File: src/rtl/uart_arb_pkg.sv
// uart_arb_pkg: shared types and defaults for the UART transmitter arbiter.
package uart_arb_pkg;
  localparam int N_REQ_DEF = 4;
  localparam logic [15:0] HOLD_TIMEOUT_DEF = 16'd8680;
  localparam int BYTE_W = 8;
  typedef enum logic [1:0] {S_IDLE, S_OFFER, S_ACK, S_NEXT} state_t;
endpackage

File: src/rtl/uart_tx_arbiter_rr_pick.sv
// rr_pick: combinational round-robin pick, first set bit of req searching upward from ptr.
module rr_pick #(
  parameter int N = 4,
  parameter int W = 2
) (
  input  logic [N-1:0] req,
  input  logic [W-1:0] ptr,
  output logic         found,
  output logic [W-1:0] idx
);
  always_comb begin
    found = |req;
    idx = '0;
    for (int i = N - 1; i >= 0; i--)
      if (req[(int'(ptr) + i) % N]) idx = W'((int'(ptr) + i) % N);
  end
endmodule

File: src/rtl/uart_tx_arbiter.sv
// uart_tx_arbiter: round-robin sharing of one UART transmitter among N_REQ byte streams.
// Define UART_ARB_LOCK_EN to hold the grant across a message (req_last) with HOLD_TIMEOUT release.
module uart_tx_arbiter
  import uart_arb_pkg::*;
#(
  parameter int          N_REQ        = N_REQ_DEF,
  parameter int          IDW          = $clog2(N_REQ),
  parameter logic [15:0] HOLD_TIMEOUT = HOLD_TIMEOUT_DEF
) (
  input  logic                    clk,
  input  logic                    rstn,
  input  logic [N_REQ-1:0]        req_vld,
  input  logic [BYTE_W*N_REQ-1:0] req_data,
  input  logic [N_REQ-1:0]        req_last,
  output logic [N_REQ-1:0]        req_ack,
  output logic                    uart_tx_ready,
  output logic [BYTE_W-1:0]       uart_tx_data,
  input  logic                    uart_tx_rd,
  output logic                    busy,
  output logic [IDW-1:0]          grant_id
);
`ifdef UART_ARB_LOCK_EN
  localparam bit LOCK_EN = 1'b1;
`else
  localparam bit LOCK_EN = 1'b0;
`endif
  state_t state, state_n;
  logic [IDW-1:0] ptr, ptr_n, grant_n, pick_idx, ptr_inc;
  logic [N_REQ-1:0] ack_n;
  logic [BYTE_W-1:0] data_n;
  logic ready_n, lock, lock_n, found;
  logic [15:0] cnt, cnt_n;
  rr_pick #(.N(N_REQ), .W(IDW)) u_pick (
    .req  (req_vld),
    .ptr  (ptr),
    .found(found),
    .idx  (pick_idx)
  );
  assign busy = state != S_IDLE;
  assign ptr_inc = (grant_id == IDW'(N_REQ - 1)) ? '0 : grant_id + IDW'(1);
  // lock stays 0 without LOCK_EN, so S_NEXT always re-arbitrates
  always_comb begin
    state_n = state;
    ptr_n = ptr;
    grant_n = grant_id;
    data_n = uart_tx_data;
    ready_n = uart_tx_ready;
    ack_n = '0;
    lock_n = lock;
    cnt_n = cnt;
    case (state)
      S_IDLE: if (found) begin
        data_n = req_data[BYTE_W*pick_idx +: BYTE_W];
        grant_n = pick_idx;
        lock_n = LOCK_EN & ~req_last[pick_idx];
        cnt_n = '0;
        ready_n = 1'b1;
        state_n = S_OFFER;
      end
      S_OFFER: if (uart_tx_rd) begin
        ready_n = 1'b0;
        ack_n = {{(N_REQ-1){1'b0}}, 1'b1} << grant_id;
        state_n = S_ACK;
      end
      S_ACK: state_n = S_NEXT;
      default: if (!lock) begin
        ptr_n = ptr_inc;
        state_n = S_IDLE;
      end else if (req_vld[grant_id]) begin
        data_n = req_data[BYTE_W*grant_id +: BYTE_W];
        lock_n = LOCK_EN & ~req_last[grant_id];
        cnt_n = '0;
        ready_n = 1'b1;
        state_n = S_OFFER;
      end else if (cnt == HOLD_TIMEOUT - 16'd1) begin
        lock_n = 1'b0;
        ptr_n = ptr_inc;
        state_n = S_IDLE;
      end else begin
        cnt_n = cnt + 16'd1;
      end
    endcase
  end
  always_ff @(posedge clk or negedge rstn) begin
    if (!rstn) begin
      state <= S_IDLE;
      ptr <= '0;
      grant_id <= '0;
      uart_tx_data <= '0;
      uart_tx_ready <= 1'b0;
      req_ack <= '0;
      lock <= 1'b0;
      cnt <= '0;
    end else begin
      state <= state_n;
      ptr <= ptr_n;
      grant_id <= grant_n;
      uart_tx_data <= data_n;
      uart_tx_ready <= ready_n;
      req_ack <= ack_n;
      lock <= lock_n;
      cnt <= cnt_n;
    end
  end
endmodule

File: config.mk
export PLATFORM = sky130hd
export DESIGN_NAME = uart_tx_arbiter
export DESIGN_NICKNAME = d
export VERILOG_FILES = /design/src/rtl/uart_arb_pkg.sv /design/src/rtl/uart_tx_arbiter_rr_pick.sv /design/src/rtl/uart_tx_arbiter.sv
export SDC_FILE = /design/constraint.sdc
export NUM_CORES = 1
export LEC_CHECK = 0
export BUFFER_PORTS_ARGS = -buffer_cell sky130_fd_sc_hd__buf_2
export CORE_ASPECT_RATIO = 1.5
export CORE_MARGIN = 2
export CORE_UTILIZATION = 53
export DETAILED_ROUTE_END_ITERATION = 7
export PLACE_DENSITY = 0.8
export SLEW_MARGIN = 20
export SYNTH_ARGS = -nofsm -noshare
export SYNTH_HDL_FRONTEND = slang
export SYNTH_HIERARCHICAL = 1
export SYNTH_SLANG_ARGS = --single-unit
File: constraint.sdc
create_clock -name clk -period 4.8 [get_ports clk]
set_input_delay 1.2 -clock clk [delete_from_list [all_inputs] [get_ports clk]]
set_output_delay 1.2 -clock clk [all_outputs]
set_load 0.01 [all_outputs]
==> results of run 1 <==
registers in the layout, indices dropped and copies added (netlist names):
register       count
grant_id           2
req_ack            4
state              2
uart_tx_data       8
ptr                2
lock               1
cnt               16
uart_tx_ready      1
cells in the final DEF (no fill, tap or decap), types with 2 or more instances in the layout:
master | Yosys | routed
nor2b_1 | 3 | 3
mux4_2 | 9 | 9
a31oi_1 | 4 | 4
nand2b_1 | 2 | 2
and2_1 | 2 | 2
buf_2 | 1 | 54
nor2_1 | 12 | 12
dfrtp_1 | 36 | 36
nor3_1 | 5 | 5
o21ai_0 | 11 | 11
nand3_1 | 4 | 4
o22a_1 | 9 | 9
nand2_1 | 25 | 25
nand4_1 | 8 | 8
a41oi_1 | 2 | 2
a21oi_1 | 6 | 6
mux2i_1 | 3 | 3
clkbuf_8 | 0 | 7
ha_1 | 9 | 9
mux2_2 | 12 | 12
inv_1 | 9 | 9
and3_1 | 7 | 7
and4_1 | 3 | 3
Yosys cell counts, drive strengths merged:
master  instances  area, um^2
a211oi          2       20.02
a21boi          1       11.26
a21o            1       7.510
a21oi           6       30.03
a22oi           1       7.510
a31oi           4       25.02
a41oi           2       17.52
and2            2       12.51
and3            7       43.79
and4            3       26.28
and4b           1       10.01
buf             4       38.78
clkbuf          1       3.750
dfrtp          36       900.9
ha              9       112.6
inv             9       33.78
mux2           12       135.1
mux2i           4       43.79
mux4            9       202.7
nand2          25       93.84
nand2b          2       12.51
nand3           5       30.03
nand4           8       50.05
nor2           13       56.30
nor2b           3       18.77
nor3            6       41.29
nor3b           1       7.510
nor4            1       6.260
o211ai          1       7.510
o21ai          12       60.05
o221ai          1       8.760
o22a            9       78.83
o22ai           1       6.260
o311ai          1       8.760
o31a            1       8.760
o41ai           1       16.27
or2             1       6.260
or3             1       6.260
final timing paths:
path	end	slack, ps
setup / recovery	uart_tx_data[5]	1860
min in group asynchronous	cnt[15]	990
setup reg to reg	uart_tx_data[5]	2050
hold reg to reg	uart_tx_data[1]	510
max in group asynchronous	uart_tx_data[2]	3310
hold / removal	uart_tx_data[1]	510
power breakdown:
group          switching (W)  internal (W)  leakage [nW]
logic               0.000362      0.000333         0.675
registers          0.0000637      0.000380         0.469
clock network       0.000107      0.000128        0.0503
stage by stage:
step	std cells	worst slack [ps]	power [W]	hold slack (ps)
CTS	308	1825	0.001384	509.5
global placement	301	1577	0.001119	485.3
floorplan	207	1853	0.0009791	469.2
finish	308	1860	0.001374	506.0
global route	308	1657	0.001473	524.5
detailed placement	301	1529	0.001143	494.4
area by class of cell:
| type | instances | area [um^2] | area share |
|---|---|---|---|
| clock buffer | 7 | 96.34 | 0.03723 |
| inverter | 9 | 33.78 | 0.01306 |
| multi-input combinational | 157 | 1230 | 0.4753 |
| sequential | 36 | 900.9 | 0.3482 |
| tap | 45 | 56.30 | 0.02176 |
| timing repair buffer | 54 | 270.3 | 0.1044 |
worst register-to-register path, delay by kind of cell (launching register included):
kind | cells | cell delay, ps
muxes | 3 | 1600
buffers and inverters | 1 | 150
DFF | 1 | 410
adders and majority gates | 1 | 470
cells by family (layout without fill, tap and decap cells):
| kind of cell | after synthesis | in the layout |
|---|---|---|
| DFF | 36 | 36 |
| and+or+nand+nor | 79 | 79 |
| AOI/OAI and AO/OA | 44 | 44 |
| muxes | 25 | 25 |
| buffers and inverters | 14 | 70 |
| adders and majority gates | 9 | 9 |
routing by layer:
metal  vias up  part of all wire  GRT usage  routed length (um)
met1       915              0.38     0.2531                1862
met2        65              0.55     0.4080                2649
met5         -                 0          0                   0
met3        10             0.050    0.04050                 240
li1        891                 -          -                   -
met4         0             0.019    0.07792                  91
==> reports/results.txt, run 1 <==
via count -> 1881
final instance area -> 2587 um^2
pin count of the biggest net entering global routing -> 37
xor and xnor area share after synthesis -> 0
Hold Path Class -> flip-flop to flip-flop
# H-tree levels -> 2
simple-gate share of the synthesized area -> 0.1910
final WL -> 4.843 mm
Buffers & Inverters on Critical Path -> 1
worst hold path startpoint -> uart_tx_data[1]
CP Depth -> 7
CTS sink count -> 36
total grt overflow -> 0
Synth Net Count -> 259
Root Buffer -> clkbuf_8
row cnt -> 28
Worst Path Required -> 4970 ps
die height -> 83.04 um
multiplexer share of the synthesized area -> 0.1729
Slew HR -> 0.4291
Placement Cell Area -> 2491 um^2
clk buf depth -> 2
Post-Route Setup TNS -> 0 ps
adder-cell area share of the yosys netlist -> 0.05102
clk_skew -> 9.038 ps
Initial Util -> 0.5575
Resized cells post-CTS -> 0
share of layout cells above drive strength 1 -> 0.3422
postcts setup bufs -> 0
hpwl dp -> 3.609 mm
worst path cell trace -> buf_2, nand2b_1, a211oi_1, nor2_1, mux2i_1, mux4_2, mux2_2
worst hold stages -> 1
flops & latches, synth -> 36
Leak -> 1.195 nW
Max stage delay on crit path -> 660 ps
Peak Freq -> 0.3402 GHz
initial antenna violation count -> 0
first-pass GRT wire length -> 8.493 mm
R2R Path Start -> state[0]
CP arrival -> 3110 ps
RSZ-0062 raised after global routing -> no
Avg Inst Size Synth -> 10.66 um^2
nets -> 315
full die area -> 4707 um^2
vias per cell -> 6.107
outcome -> finished, final reports clean
fill count -> 323
Hold-fix buffers, CTS -> 0
vias in the first global route -> 1954
Initial DRC Count -> 60
Std-Cell Core Area -> 3959 um^2
crit path max fanout -> 8
Die X -> 56.69 um
gpl congestion -> 0.8145
cts bufs inserted -> 5
CTS clk-pin slew, worst paths -> 60 ps
area delta synth->final -> 17.23%
setup violators final -> 0
largest family of logic cells by synthesized area -> simple AND/OR/NAND/NOR gates
Final Util -> 0.6536
fin crit period -> 2940 ps
final hold violations -> 0
slowest CP cell -> mux2i_1
crit path from -> req_vld[3]
Synth Warn # -> 6
kind of cell adding the most delay to the critical path -> multiplexers
port bufs -> 54
CTS tree -> yes
startpoint types -> input pin
Cell Pwr Density -> 531.0 nW/um^2
Post-Synthesis Cells -> 207
Setup CP Type -> input pin to flip-flop
post-synth cell types -> 45
Critical Path Sink Type -> flip-flop
wire per inst -> 15.72 um
I/O pin total -> 59
GRT Total Usage -> 0.2234
Detail Route Antenna Nets -> 0
sequential share of the synthesized area -> 0.4082
VDD IR-drop max -> 505.1 uV
DRC -> 0
Max-Cap Viols -> 0
worst slew pin tran -> 832.6 ps
post-synthesis compound-gate area fraction -> 0.1423
Final Max Tran Viols -> 0
crit share post-route -> 0.6125
r2r worst-path depth -> 5
Inserted Diodes -> 0
Pre-antenna DRT Iters -> 4
Mapped Area -> 2207 um^2
Skew-Pair Late Insertion Delay -> 290 ps
Power figures use the tool's default switching activity.
==> run 2, diff against run 1 <==
==> constraint.sdc (replaced) <==
create_clock -name clk -period 2.9 [get_ports clk]
set_input_delay 0.725 -clock clk [delete_from_list [all_inputs] [get_ports clk]]
set_output_delay 0.725 -clock clk [all_outputs]
set_load 0.01 [all_outputs]
==> reports/results.txt, run 2 (synthesis gave the netlist of run 1 again) <==
worst slew pin tran -> 801.7 ps (was 832.6 ps)
# H-tree levels -> 2 (unchanged)
CTS tree -> yes (unchanged)
CTS clk-pin slew, worst paths -> 80 ps (was 60 ps)
crit share post-route -> 0.8379
I/O pin total -> 59 (unchanged)
Inserted Diodes -> 0 (unchanged)
reg2reg setup slack -> 470 ps (was 2050 ps)
vias in the first global route -> 1946 (was 1954)
VDD IR-drop max -> 611.5 uV (was 505.1 uV)
Biggest register -> cnt (unchanged)
first-pass GRT wire length -> 8.328 mm (was 8.493 mm)
Peak Freq -> 0.4115 GHz
Post-Route Setup TNS -> 0 ps (unchanged)
most common cell after layout, fill and taps aside -> buf_2 (unchanged)
Initial Util -> 0.5575 (unchanged)
postcts setup bufs -> 0 (unchanged)
DRC -> 0 (unchanged)
cts bufs inserted -> 5 (unchanged)
pin count of the biggest net entering global routing -> 37 (unchanged)
via count -> 1896 (was 1881)
Initial DRC Count -> 48 (was 60)
crit path from -> state[0] (was req_vld[3])
Worst Path Required -> 3080 ps (was 4970 ps)
startpoint types -> flip-flop (was input pin)
clk buf depth -> 2 (unchanged)
Setup CP Type -> flip-flop to flip-flop (was input pin to flip-flop)
r2r endpoint -> uart_tx_data[6] (was uart_tx_data[5])
Cell Pwr Density -> 885.3 nW/um^2 (was 531.0 nW/um^2)
wire per inst -> 15.33 um (was 15.72 um)
vias per cell -> 6.058 (was 6.107)
Final Max Tran Viols -> 0 (unchanged)
commonest cells after routing, fill and taps aside -> buf_2, dfrtp_1, nand2_1 (unchanged)
die height -> 83.04 um (unchanged)
fill count -> 311 (was 323)
Detail Route Antenna Nets -> 0 (unchanged)
Slew HR -> 0.4655 (was 0.4291)
Hold-fix buffers, CTS -> 0 (unchanged)
r2r worst-path depth -> 6 (was 5)
clk_skew -> 4.551 ps (was 9.038 ps)
Std-Cell Core Area -> 3959 um^2 (unchanged)
Root Buffer -> clkbuf_8 (unchanged)
CP arrival -> 2610 ps (was 3110 ps)
CP Capture Point -> uart_tx_data[6] (was uart_tx_data[5])
nets -> 319 (was 315)
hpwl dp -> 3.587 mm (was 3.609 mm)
Resized cells post-CTS -> 0 (unchanged)
Die X -> 56.69 um (unchanged)
Skew-Pair Late Insertion Delay -> 290 ps (about the same)
Pre-antenna DRT Iters -> 4 (unchanged)
biggest regs -> cnt: 16 flops, uart_tx_data: 8 flops, req_ack: 4 flops (unchanged)
R2R Path Start -> state[0] (unchanged)
GRT Total Usage -> 0.2220 (was 0.2234)
worst path cell trace -> inv_1, ha_1, mux2i_2, buf_4, mux4_2, mux2_2 (was buf_2, nand2b_1, a211oi_1, nor2_1, mux2i_1, mux4_2, mux2_2)
port bufs -> 54 (unchanged)
Max-Cap Viols -> 0 (unchanged)
full die area -> 4707 um^2 (unchanged)
hold slack -> 511.9 ps (was 506.0 ps)
register area -> 900.9 um^2 (unchanged)
final hold violations -> 0 (unchanged)
Leak -> 1.206 nW (was 1.195 nW)
setup violators final -> 0 (unchanged)
Critical Path Sink Type -> flip-flop (unchanged)
Max stage delay on crit path -> 510 ps (was 660 ps)
Hold Path Class -> flip-flop to flip-flop (unchanged)
final WL -> 4.798 mm (was 4.843 mm)
slowest CP cell -> mux4_2 (was mux2i_1)
outcome -> finished, final reports clean (unchanged)
area delta synth->final -> 18.65% (was 17.23%)
initial antenna violation count -> 0 (unchanged)
max reg flops -> 16 (unchanged)
RSZ-0062 raised after global routing -> no (unchanged)
CTS sink count -> 36 (unchanged)
row cnt -> 28 (unchanged)
fin crit period -> 2430 ps
gpl congestion -> 0.8061 (was 0.8145)
total grt overflow -> 0 (unchanged)
crit path max fanout -> 11 (was 8)
share of layout cells above drive strength 1 -> 0.3545 (was 0.3422)
area of the multi-input gates -> 1230 um^2 (unchanged)
[run 2: cell count changes in the layout (fill, tap and decap cells not counted)]
cell and delta:
buf_4 +4, clkinvlp_4 +2, clkbuf_8 -1
[run 2: cell type report]
| cell class | count | area share |
|---|---|---|
| inverters | 9 | 0.01290 |
| repair buffers | 58 | 0.1147 |
| flip-flops and latches | 36 | 0.3440 |
| clock buffers | 6 | 0.03153 |
| clock inverters | 2 | 0.005733 |
| multi-input cells | 157 | 0.4697 |
| well taps | 45 | 0.02150 |
[run 2: worst min path at each step]
| stage | end | start | depth (start not counted) |
|---|---|---|---|
| after CTS | uart_tx_data[5] | uart_tx_data[5] | 1 |
| after global routing | uart_tx_data[4] | uart_tx_data[4] | 1 |
| after detailed placement | uart_tx_data[5] | uart_tx_data[5] | 1 |
| final | uart_tx_data[5] | uart_tx_data[5] | 1 |
| after floorplan | cnt[0] | rstn | 0 |
| after global placement | uart_tx_data[1] | uart_tx_data[1] | 1 |
[run 2: metrics by stage]
| stage | cell area [um^2] | utilization | setup WS [ps] | power, W | std cells |
|---|---|---|---|---|---|
| 6_report | 2619 | 0.6615 | 470.1 | 0.002318 | 313 |
| 5_1_grt | 2619 | 0.6615 | 247.4 | 0.002492 | 313 |
| 4_1_cts | 2619 | 0.6615 | 452.8 | 0.002331 | 313 |
| 3_5_place_dp | 2521 | 0.6369 | 420.8 | 0.001942 | 305 |
| 3_3_place_gp | 2521 | 0.6369 | 480.0 | 0.001898 | 305 |
| 2_1_floorplan | 2207 | - | 428.0 | 0.001621 | 207 |
[run 2: where the power goes]
part           internal, W  switching [W]
registers         0.000628       0.000109
logic             0.000588       0.000611
clock network     0.000192       0.000190
[run 2: routing by layer]
metal,vias to the layer above,part of all wire,track usage
li1,902,-,-
met1,911,0.38,0.2393
met5,-,0,0
met2,74,0.54,0.3996
met3,9,0.058,0.04829
met4,0,0.016,0.1039
[run 2: worst max-delay path, delay by kind of cell, from the launching register on]
family	cells	cell delay (ps)
adder cells (fa/ha/maj)	1	450
buffers and inverters	2	370
flip-flops	1	420
multiplexers	3	1060
